<file path="src/rtl/la_clkdivsel_if.sv">
// Ratio-update handshake between a requester and la_clkdivsel.
// The requester holds req and div stable until ack.
// busy is high while an accepted update waits for a period boundary.
interface la_clkdivsel_if #(
   parameter int DW = 8
);
   logic          req;
   logic [DW-1:0] div;
   logic          ack;
   logic          busy;

   modport master (output req, output div, input ack, input busy);
   modport slave  (input req, input div, output ack, output busy);
endinterface

</file>
<file path="src/rtl/la_clkdivsel.sv">
// Glitch-free programmable clock divider/selector.
// Ratio changes and stop/start are applied only at period boundaries.
// This keeps every high and low phase at its full length.
// Optional build macro LA_CLKDIVSEL_ODD50_EN gives odd ratios a 50% duty
// cycle. It adds a negedge flop that stretches the high phase by half a cycle.
module la_clkdivsel #(
   parameter     PROP        = "DEFAULT",
   parameter int DW          = 8,
   parameter int DEFAULT_DIV = 2
) (
   input  logic           clk,
   input  logic           nreset,
   input  logic           en,
   la_clkdivsel_if.slave  hs,
   output logic           running,
   output logic           out
);

   localparam logic [1:0] ST_STOP = 2'd0;
   localparam logic [1:0] ST_RUN  = 2'd1;
   localparam logic [1:0] ST_PEND = 2'd2;

   localparam logic [DW-1:0] DIV_RST = DW'(DEFAULT_DIV);

   // This generic build uses no library cells. PROP is kept so that mapped
   // variants have the same parameter list.
   if (PROP == "") begin : g_prop_unset
   end

   logic [1:0]    state_q, state_d;
   logic [DW-1:0] cnt_q, cnt_d;
   logic [DW-1:0] ratio_q, ratio_d;
   logic [DW-1:0] div_lat_q, div_lat_d;
   logic          out_q, out_d;
   logic          ack_q, ack_d;

   logic          boundary;
   logic          accept;
   logic [DW-1:0] cnt_inc;
   logic [DW-1:0] half;

   // A ratio of 1 cannot make a glitch-free clock, so it is raised to 2.
   function automatic logic [DW-1:0] clamp_div(input logic [DW-1:0] d);
      return (d == DW'(1)) ? DW'(2) : d;
   endfunction

   // Next-state, counter and output logic. out_d follows the position of
   // cnt_d within the period.
   always_comb begin
      state_d   = state_q;
      cnt_d     = cnt_q;
      ratio_d   = ratio_q;
      div_lat_d = div_lat_q;
      out_d     = 1'b0;
      ack_d     = 1'b0;
      half      = ratio_q >> 1;
      boundary  = (cnt_q == ratio_q - DW'(1));
      cnt_inc   = boundary ? '0 : cnt_q + DW'(1);
      accept    = hs.req && !ack_q && (state_q != ST_PEND);

      case (state_q)
         ST_STOP: begin
            cnt_d = '0;
            // A request takes priority, so the new ratio is in place
            // before the first period starts.
            if (accept) begin
               ratio_d = clamp_div(hs.div);
               ack_d   = 1'b1;
            end else if (en && (ratio_q != '0)) begin
               state_d = ST_RUN;
               out_d   = 1'b1;
            end
         end
         ST_RUN: begin
            if (boundary && (!en || (ratio_q == '0))) begin
               state_d = ST_STOP;
               cnt_d   = '0;
            end else begin
               cnt_d = cnt_inc;
               out_d = (cnt_inc < half);
               if (accept) begin
                  div_lat_d = clamp_div(hs.div);
                  state_d   = ST_PEND;
               end
            end
         end
         ST_PEND: begin
            if (boundary) begin
               cnt_d   = '0;
               ratio_d = div_lat_q;
               ack_d   = 1'b1;
               if (!en || (div_lat_q == '0)) begin
                  state_d = ST_STOP;
               end else begin
                  state_d = ST_RUN;
                  out_d   = 1'b1;
               end
            end else begin
               cnt_d = cnt_inc;
               out_d = (cnt_inc < half);
            end
         end
         default: begin
            state_d = ST_STOP;
            cnt_d   = '0;
         end
      endcase
   end

   // State registers. An async reset forces out low at once.
   always_ff @(posedge clk or negedge nreset) begin
      if (!nreset) begin
         state_q   <= ST_STOP;
         cnt_q     <= '0;
         ratio_q   <= DIV_RST;
         div_lat_q <= '0;
         out_q     <= 1'b0;
         ack_q     <= 1'b0;
      end else begin
         state_q   <= state_d;
         cnt_q     <= cnt_d;
         ratio_q   <= ratio_d;
         div_lat_q <= div_lat_d;
         out_q     <= out_d;
         ack_q     <= ack_d;
      end
   end

   assign hs.ack  = ack_q;
   assign hs.busy = (state_q == ST_PEND);
   assign running = (state_q == ST_RUN) || (state_q == ST_PEND);

`ifdef LA_CLKDIVSEL_ODD50_EN
   logic out_n_q, out_n_d;

   // For odd ratios only, hold the high phase half a cycle longer.
   always_comb out_n_d = out_q & ratio_q[0];

   // Negedge copy of the posedge output.
   always_ff @(negedge clk or negedge nreset) begin
      if (!nreset) out_n_q <= 1'b0;
      else         out_n_q <= out_n_d;
   end

   assign out = out_q | out_n_q;
`else
   assign out = out_q;
`endif

endmodule
</file>
<file path="src/flat_wrapper.sv">
// flat-port wrapper written by rule: the top's interface ports become plain ports
module la_clkdivsel_flat 
#(
   parameter     PROP        = "       ",
   parameter int DW          = 8,
   parameter int DEFAULT_DIV = 2
)
  (clk, nreset, en, running, out, hs_req, hs_div, hs_ack, hs_busy);
  la_clkdivsel_if #(.DW(DW)) hs_i ();
  input  logic clk;
  input  logic nreset;
  input  logic en;
  output logic running;
  output logic out;
  input wire logic [$bits(hs_i.req)-1:0] hs_req;
  input wire logic [$bits(hs_i.div)-1:0] hs_div;
  output wire logic [$bits(hs_i.ack)-1:0] hs_ack;
  output wire logic [$bits(hs_i.busy)-1:0] hs_busy;
  assign hs_i.req = hs_req;
  assign hs_i.div = hs_div;
  assign hs_ack = hs_i.ack;
  assign hs_busy = hs_i.busy;
  la_clkdivsel #(.PROP(PROP), .DW(DW), .DEFAULT_DIV(DEFAULT_DIV)) u_core (.clk(clk), .nreset(nreset), .en(en), .hs(hs_i), .running(running), .out(out));
endmodule
</file>
<file path="config.mk">
export PLATFORM = sky130hd
export DESIGN_NAME = la_clkdivsel_flat
export DESIGN_NICKNAME = d
export VERILOG_FILES = /design/src/rtl/la_clkdivsel_if.sv /design/src/rtl/la_clkdivsel.sv /design/src/flat_wrapper.sv
export SDC_FILE = /design/constraint.sdc
export NUM_CORES = 1
export LEC_CHECK = 0
export ABC_CLOCK_PERIOD_IN_PS = 6700
export BUFFER_PORTS_ARGS = -buffer_cell sky130_fd_sc_hd__buf_2
export CAP_MARGIN = 20
export CORE_MARGIN = 2
export CORE_UTILIZATION = 51
export CTS_CLUSTER_SIZE = 30
export DETAILED_ROUTE_END_ITERATION = 6
export GPL_ROUTABILITY_DRIVEN = 0
export PLACE_DENSITY = 0.69
export RECOVER_POWER = 25
export SYNTH_ARGS = -nofsm -noshare
export SYNTH_HDL_FRONTEND = slang
export SYNTH_SLANG_ARGS = --single-unit
</file>
<file path="constraint.sdc">
create_clock -name clk -period 6.7 [get_ports clk]
set_input_delay 0.335 -clock clk [delete_from_list [all_inputs] [get_ports clk]]
set_output_delay 0.335 -clock clk [all_outputs]
set_load 0.01 [all_outputs]
</file>
## Word-level counts from Yosys, hierarchy flattened

Cells that the tools add are included.

| word-level totals | value |
|---|---|
| register bits | 28 |
| input bits | 12 |
| output and inout bits | 4 |
| word-level logic and storage cells | 61 |

| cells by class | value |
|---|---|
| add/sub/neg operators | 2 |
| order comparisons | 1 |
| eq/ne operators | 10 |
| muxes and demuxes | 24 |
| bitwise logic cells | 1 |
| reduce and logical (&&, ||, !) cells | 17 |

Operators by type and width:

| cell | number |
|---|---|
| 2-to-1 mux 8 bit | 6 |
| case mux 8 bit (2 select lines) | 2 |
| logical NOT 8 bit | 2 |
| 2-to-1 mux 2 bit | 5 |
| adder 8 x 1 -> 8 bit, second input constant | 1 |
| equality test 8 x 1 -> 1 bit, second input constant | 1 |
| equality test 8 bit | 1 |
| less-than comparator 8 x 7 -> 1 bit | 1 |
| 2-to-1 mux 1 bit | 8 |
| nonzero test 8 bit | 1 |
| subtractor 8 x 1 -> 8 bit, second input constant | 1 |
| inequality test 2 x 1 -> 1 bit, second input constant | 3 |
| case mux 2 bit (3 select lines) | 1 |
| AND reduction 3 bit | 2 |
| logical AND 1 bit | 4 |
| inequality test 2 bit, second input constant | 2 |
| AND reduction 4 bit | 1 |
| logical OR 1 bit | 3 |
| inequality test 3 x 1 -> 1 bit, second input constant | 1 |
| case mux 1 bit (3 select lines) | 1 |
| equality test 2 x 1 -> 1 bit, second input constant | 1 |
| equality test 2 bit, second input constant | 1 |
| logical NOT 1 bit | 2 |
| logical NOT 2 bit | 1 |
| 3 further kinds | 3 |

## Longest topological paths before layout

| logic depth | value |
|---|---|
| word-level depth | 6 |
| gate-level depth with buffers | 13 |

## Worst setup path after synthesis

No wires, ideal clock.

| timing | value |
|---|---|
| path kind | register to register |
| start | register u_core.ratio_q[1] |
| end | register u_core.out_q (netlist: u_core.out) |
| data arrival time | 3.122 ns |
| data required time | 6.599 ns |
| path slack | 3.477 ns |
| cell stages (with the launch flop) | 14 |
| buffers on the path | 1 |
| clock period less this slack | 3.223 ns |
| cells stage by stage | dfstp_2 inv_1 ha_1 o21bai_1 a2111oi_0 a311oi_2 a211oi_2 buf_6 nor2_1 ha_1 a211o_1 o22ai_1 a211oi_1 o32ai_1 |

| on the way | value |
|---|---|
| longest elaborated chain between the ends | 6 |
| elaborated cells between the ends (all ways) | 14 |
| those cells by class | add/sub: 1; order compare: 1; eq/ne: 1; mux: 6; reduce/logical: 5 |

RTL lines:

| element | RTL line | source |
|---|---|---|
| start: declaration | la_clkdivsel.sv:32 | `logic [DW-1:0] ratio_q, ratio_d;` |
| start signal: assignment | la_clkdivsel.sv:122 | `ratio_q <= ratio_d;` |
| subtractor 8 x 1 -> 8 bit | la_clkdivsel.sv:57 | `boundary = (cnt_q == ratio_q - DW'(1));` |
| equality test 8 bit | la_clkdivsel.sv:57 |  |
| 2-to-1 mux 8 bit | la_clkdivsel.sv:58 | `cnt_inc = boundary ? '0 : cnt_q + DW'(1);` |
| less-than comparator 8 x 7 -> 1 bit | la_clkdivsel.sv:80, la_clkdivsel.sv:100 |  |
| 2-to-1 mux 1 bit (on tied branches) | la_clkdivsel.sv:88, la_clkdivsel.sv:75 |  |
| case mux 1 bit (3 select lines) * | la_clkdivsel.sv:61 | `case (state_q)` |
| named net u_core.out_d | la_clkdivsel.sv:34 | `logic out_q, out_d;` |
| end signal: assignment | la_clkdivsel.sv:124 | `out_q <= out_d;` |
| end: declaration | la_clkdivsel.sv:34 |  |

The timed path passes the listed nets; every way through them passes the cells marked *.
A chain may end at the register's enable or synchronous reset.

## Final worst setup path

Ends and elaborated chain as after synthesis.

==> impl_metrics.ini <==
[placement]
portBuffers = 15
hpwl_mm = 3.32

[cells_and_area]
nFillCells = 322
final_core_util = 0.576
multi_input_area_um2 = 1140
num-nets-final = 236
area_growth_pct = 8.37
ff_latch_area_um2 = 702
layout-drive-gt1-share = 0.162
diodes = 0

[global_route]
grt_overflow = 0
grt_usage = 0.223
antenna_found_initial = 0
grt_pass1_vias = 1612
grt_max_degree = 29
grt_pass1_wl_mm = 7.41

[synth]
yosysWarnings = 0
synth-seq-cells = 28
yosysTopAreaCellShare = 0.347
yosys.area_share.simple = 0.153
synth.top_cells.by_area = dfrtp_1 35%, mux2i_1 8.8%, ha_1 8.4%
netlist_area_um2 = 1940
seq_area_frac_synth = 0.361
yosys.area_share.xor_xnor = 0.0676
synth_top_cell_by_area = dfrtp_1
synth_cell_types = 48
synth_area_per_cell_um2 = 9.87
synthCells = 197
synth_top_family_by_area = simple AND/OR/NAND/NOR gates
synth-compound-area-share = 0.143
async_reset_ff_frac = 1.00
syn_nets = 222
synth.area.mux_share = 0.142
synth_fa_ha_area_frac = 0.0837
synth_ff_type = dfrtp_1
synth-edff-count = 0

[floorplan]
die_y_um = 65.7
die_w_um = 65.7
core-area_um2 = 3660
pin_count = 16
dieArea_um2 = 4320
fp-row-count = 22
initial_utilization = 0.531

[drt]
drt_first_pass_iters = 4
wl_mm = 4.28
vias_per_cell = 5.81
drc = 0
drtIter0Drc = 65
ant_nets = 0
routedWlPerCell_um = 16.6
vias = 1499

[run_status]
status = finished, violations left
violations = capacitance limit, slew limit

[timing]
min_period_ps = 3890
rsz0062_at_grt = no
hold_viol = 0
period_share = 0.580
tns_ps = 0
finalClockSkew_ps = 3.28
slew_violations = 29
tightest_slew_ps = 1550
setup_viol = 0
fmax_mhz = 257
relSlewSlack = -0.0327

[worst_setup_path]
worstPathMaxFanout = 14
reg2reg_from = u_core.ratio_q[1]
worstPathRequired_ps = 6880
endpoint_kind = flip-flop
reg2reg_slack_ps = 2810
crit_type = flip-flop to flip-flop
worstPathArrival_ps = 4070
cp-start-kind = flip-flop
reg2reg_to = u_core.out
r2r_cells = 12

[clocking]
cts.clk_slew.worst_paths_ps = 100
cts.sinks = 28
cts_setup_buffers = 0
cts.path.max_buffers = 2
cts.hold.buffers_added = 0
cts_tree = built
cts_root_buffer = clkbuf_8
ctsResizeCount = 0
cts_buffers = 3
ctsHtreeMaxLevel = 1
worstSkewPairLatency_ps = 280

[power]
leakagePower_nw = 0.961
total_power_mw = 0.948
ir_drop_mv = 0.315
p_per_area_nw_per_um2 = 450

[hold_path]
whs_path_depth = 2
hp-start = hs_div[6]
worstHoldPathType = input port to flip-flop
holdPathEnd = u_core.div_lat_q[6]

[run]
drv_cap = 1
==> synth_stat cells (2+ instances only) <==
| cell type | instances |
|---|---|
| buf_6 | 2 |
| o21ai_0 | 7 |
| o21a_1 | 3 |
| nor3_1 | 3 |
| xor2_1 | 7 |
| nand2_1 | 8 |
| nand2b_1 | 2 |
| inv_1 | 15 |
| nand4_1 | 2 |
| nor4_1 | 2 |
| mux2_4 | 7 |
| xnor2_1 | 8 |
| ha_1 | 13 |
| and2_1 | 3 |
| o221ai_1 | 2 |
| nor2_1 | 26 |
| a21oi_1 | 3 |
| mux2i_1 | 17 |
| clkbuf_1 | 2 |
| dfrtp_1 | 27 |
| a211oi_1 | 4 |
| nand3_1 | 7 |
| or2_2 | 2 |
==> layer usage <==
layer	share of wire	global-route usage
met4	0.022	0.0755
met1	0.46	0.292
met3	0.027	0.0223
met2	0.50	0.383
met5	0	0
==> state kept, by name, indices dropped and copies added, names as in the netlist <==
signal	count
u_core.div_lat_q	8
u_core.cnt_q	8
u_core.ratio_q	8
u_core.hs.ack	1
u_core.state_q	2
u_core.out	1
==> cells by family (layout without fill, tap and decap cells) <==
| kind of cell | Yosys count | count (layout) |
|---|---|---|
| flip-flops | 28 | 28 |
| adder cells (fa/ha/maj) | 13 | 13 |
| AO/OA/AOI/OAI | 36 | 36 |
| buffers and inverters | 21 | 34 |
| AND/OR/NAND/NOR | 60 | 60 |
| XOR/XNOR | 15 | 15 |
| multiplexers | 24 | 24 |
==> placed cells by master, fill, tap and decap left out, drive strengths merged, types with 4 or more instances in the layout <==
cell / instances
a211oi: 5
and2: 4
buf: 14
clkbuf: 4
dfrtp: 27
ha: 13
inv: 15
mux2: 7
mux2i: 17
nand2: 8
nand3: 7
nor2: 26
o21ai: 7
xnor2: 8
xor2: 7
==> how the worst max path moves through the flow <==
| stage | start | to | slack, ps | depth (start not counted) |
|---|---|---|---|---|
| after global placement | u_core.ratio_q[1] | u_core.out | 3060 | 12 |
| after global routing | u_core.ratio_q[1] | u_core.out | 2550 | 12 |
| final | u_core.ratio_q[1] | u_core.out | 2810 | 12 |
| after floorplan | u_core.ratio_q[1] | u_core.out | 3480 | 13 |
| after detailed placement | u_core.ratio_q[1] | u_core.out | 2890 | 12 |
| after CTS | u_core.ratio_q[1] | u_core.out | 2850 | 12 |
==> critical path, stage by stage, from the launching register on <==
cell and delay, ps:
dfstp_2 580, inv_1 90, ha_1 250, o21bai_1 180, a2111oi_0 520, a311oi_2 110, a211oi_2 750, nor2_1 130
ha_1 320, a211o_1 320, o22ai_1 160, a211oi_1 80, o32ai_1 300
==> stage by stage <==
stage | area (um^2) | cells | hold slack (ps) | worst slack (ps)
2_1_floorplan | 1940 | 197 | 39.4 | 3480
3_3_place_gp | 2040 | 254 | 391 | 3060
3_5_place_dp | 2040 | 254 | 404 | 2890
4_1_cts | 2110 | 258 | 99.2 | 2850
5_1_grt | 2110 | 258 | 319 | 2550
6_report | 2110 | 258 | 310 | 2810
==> report_power, final <==
group	switching, mW	total, mW	internal (mW)
sequential	0.0776	0.317	0.239
combinational	0.264	0.497	0.232
clock	0.0543	0.134	0.0800
total	0.396	0.948	0.552
==> final cells by class <==
type                       count  area share
multi-input combinational    148       0.543
sequential                    28       0.333
clock buffer                   3      0.0196
tap                           48      0.0285
clock inverter                 1      0.0143
inverter                      15      0.0267
timing repair buffer          15      0.0350
No activity file was read; power rests on OpenSTA's default activity.
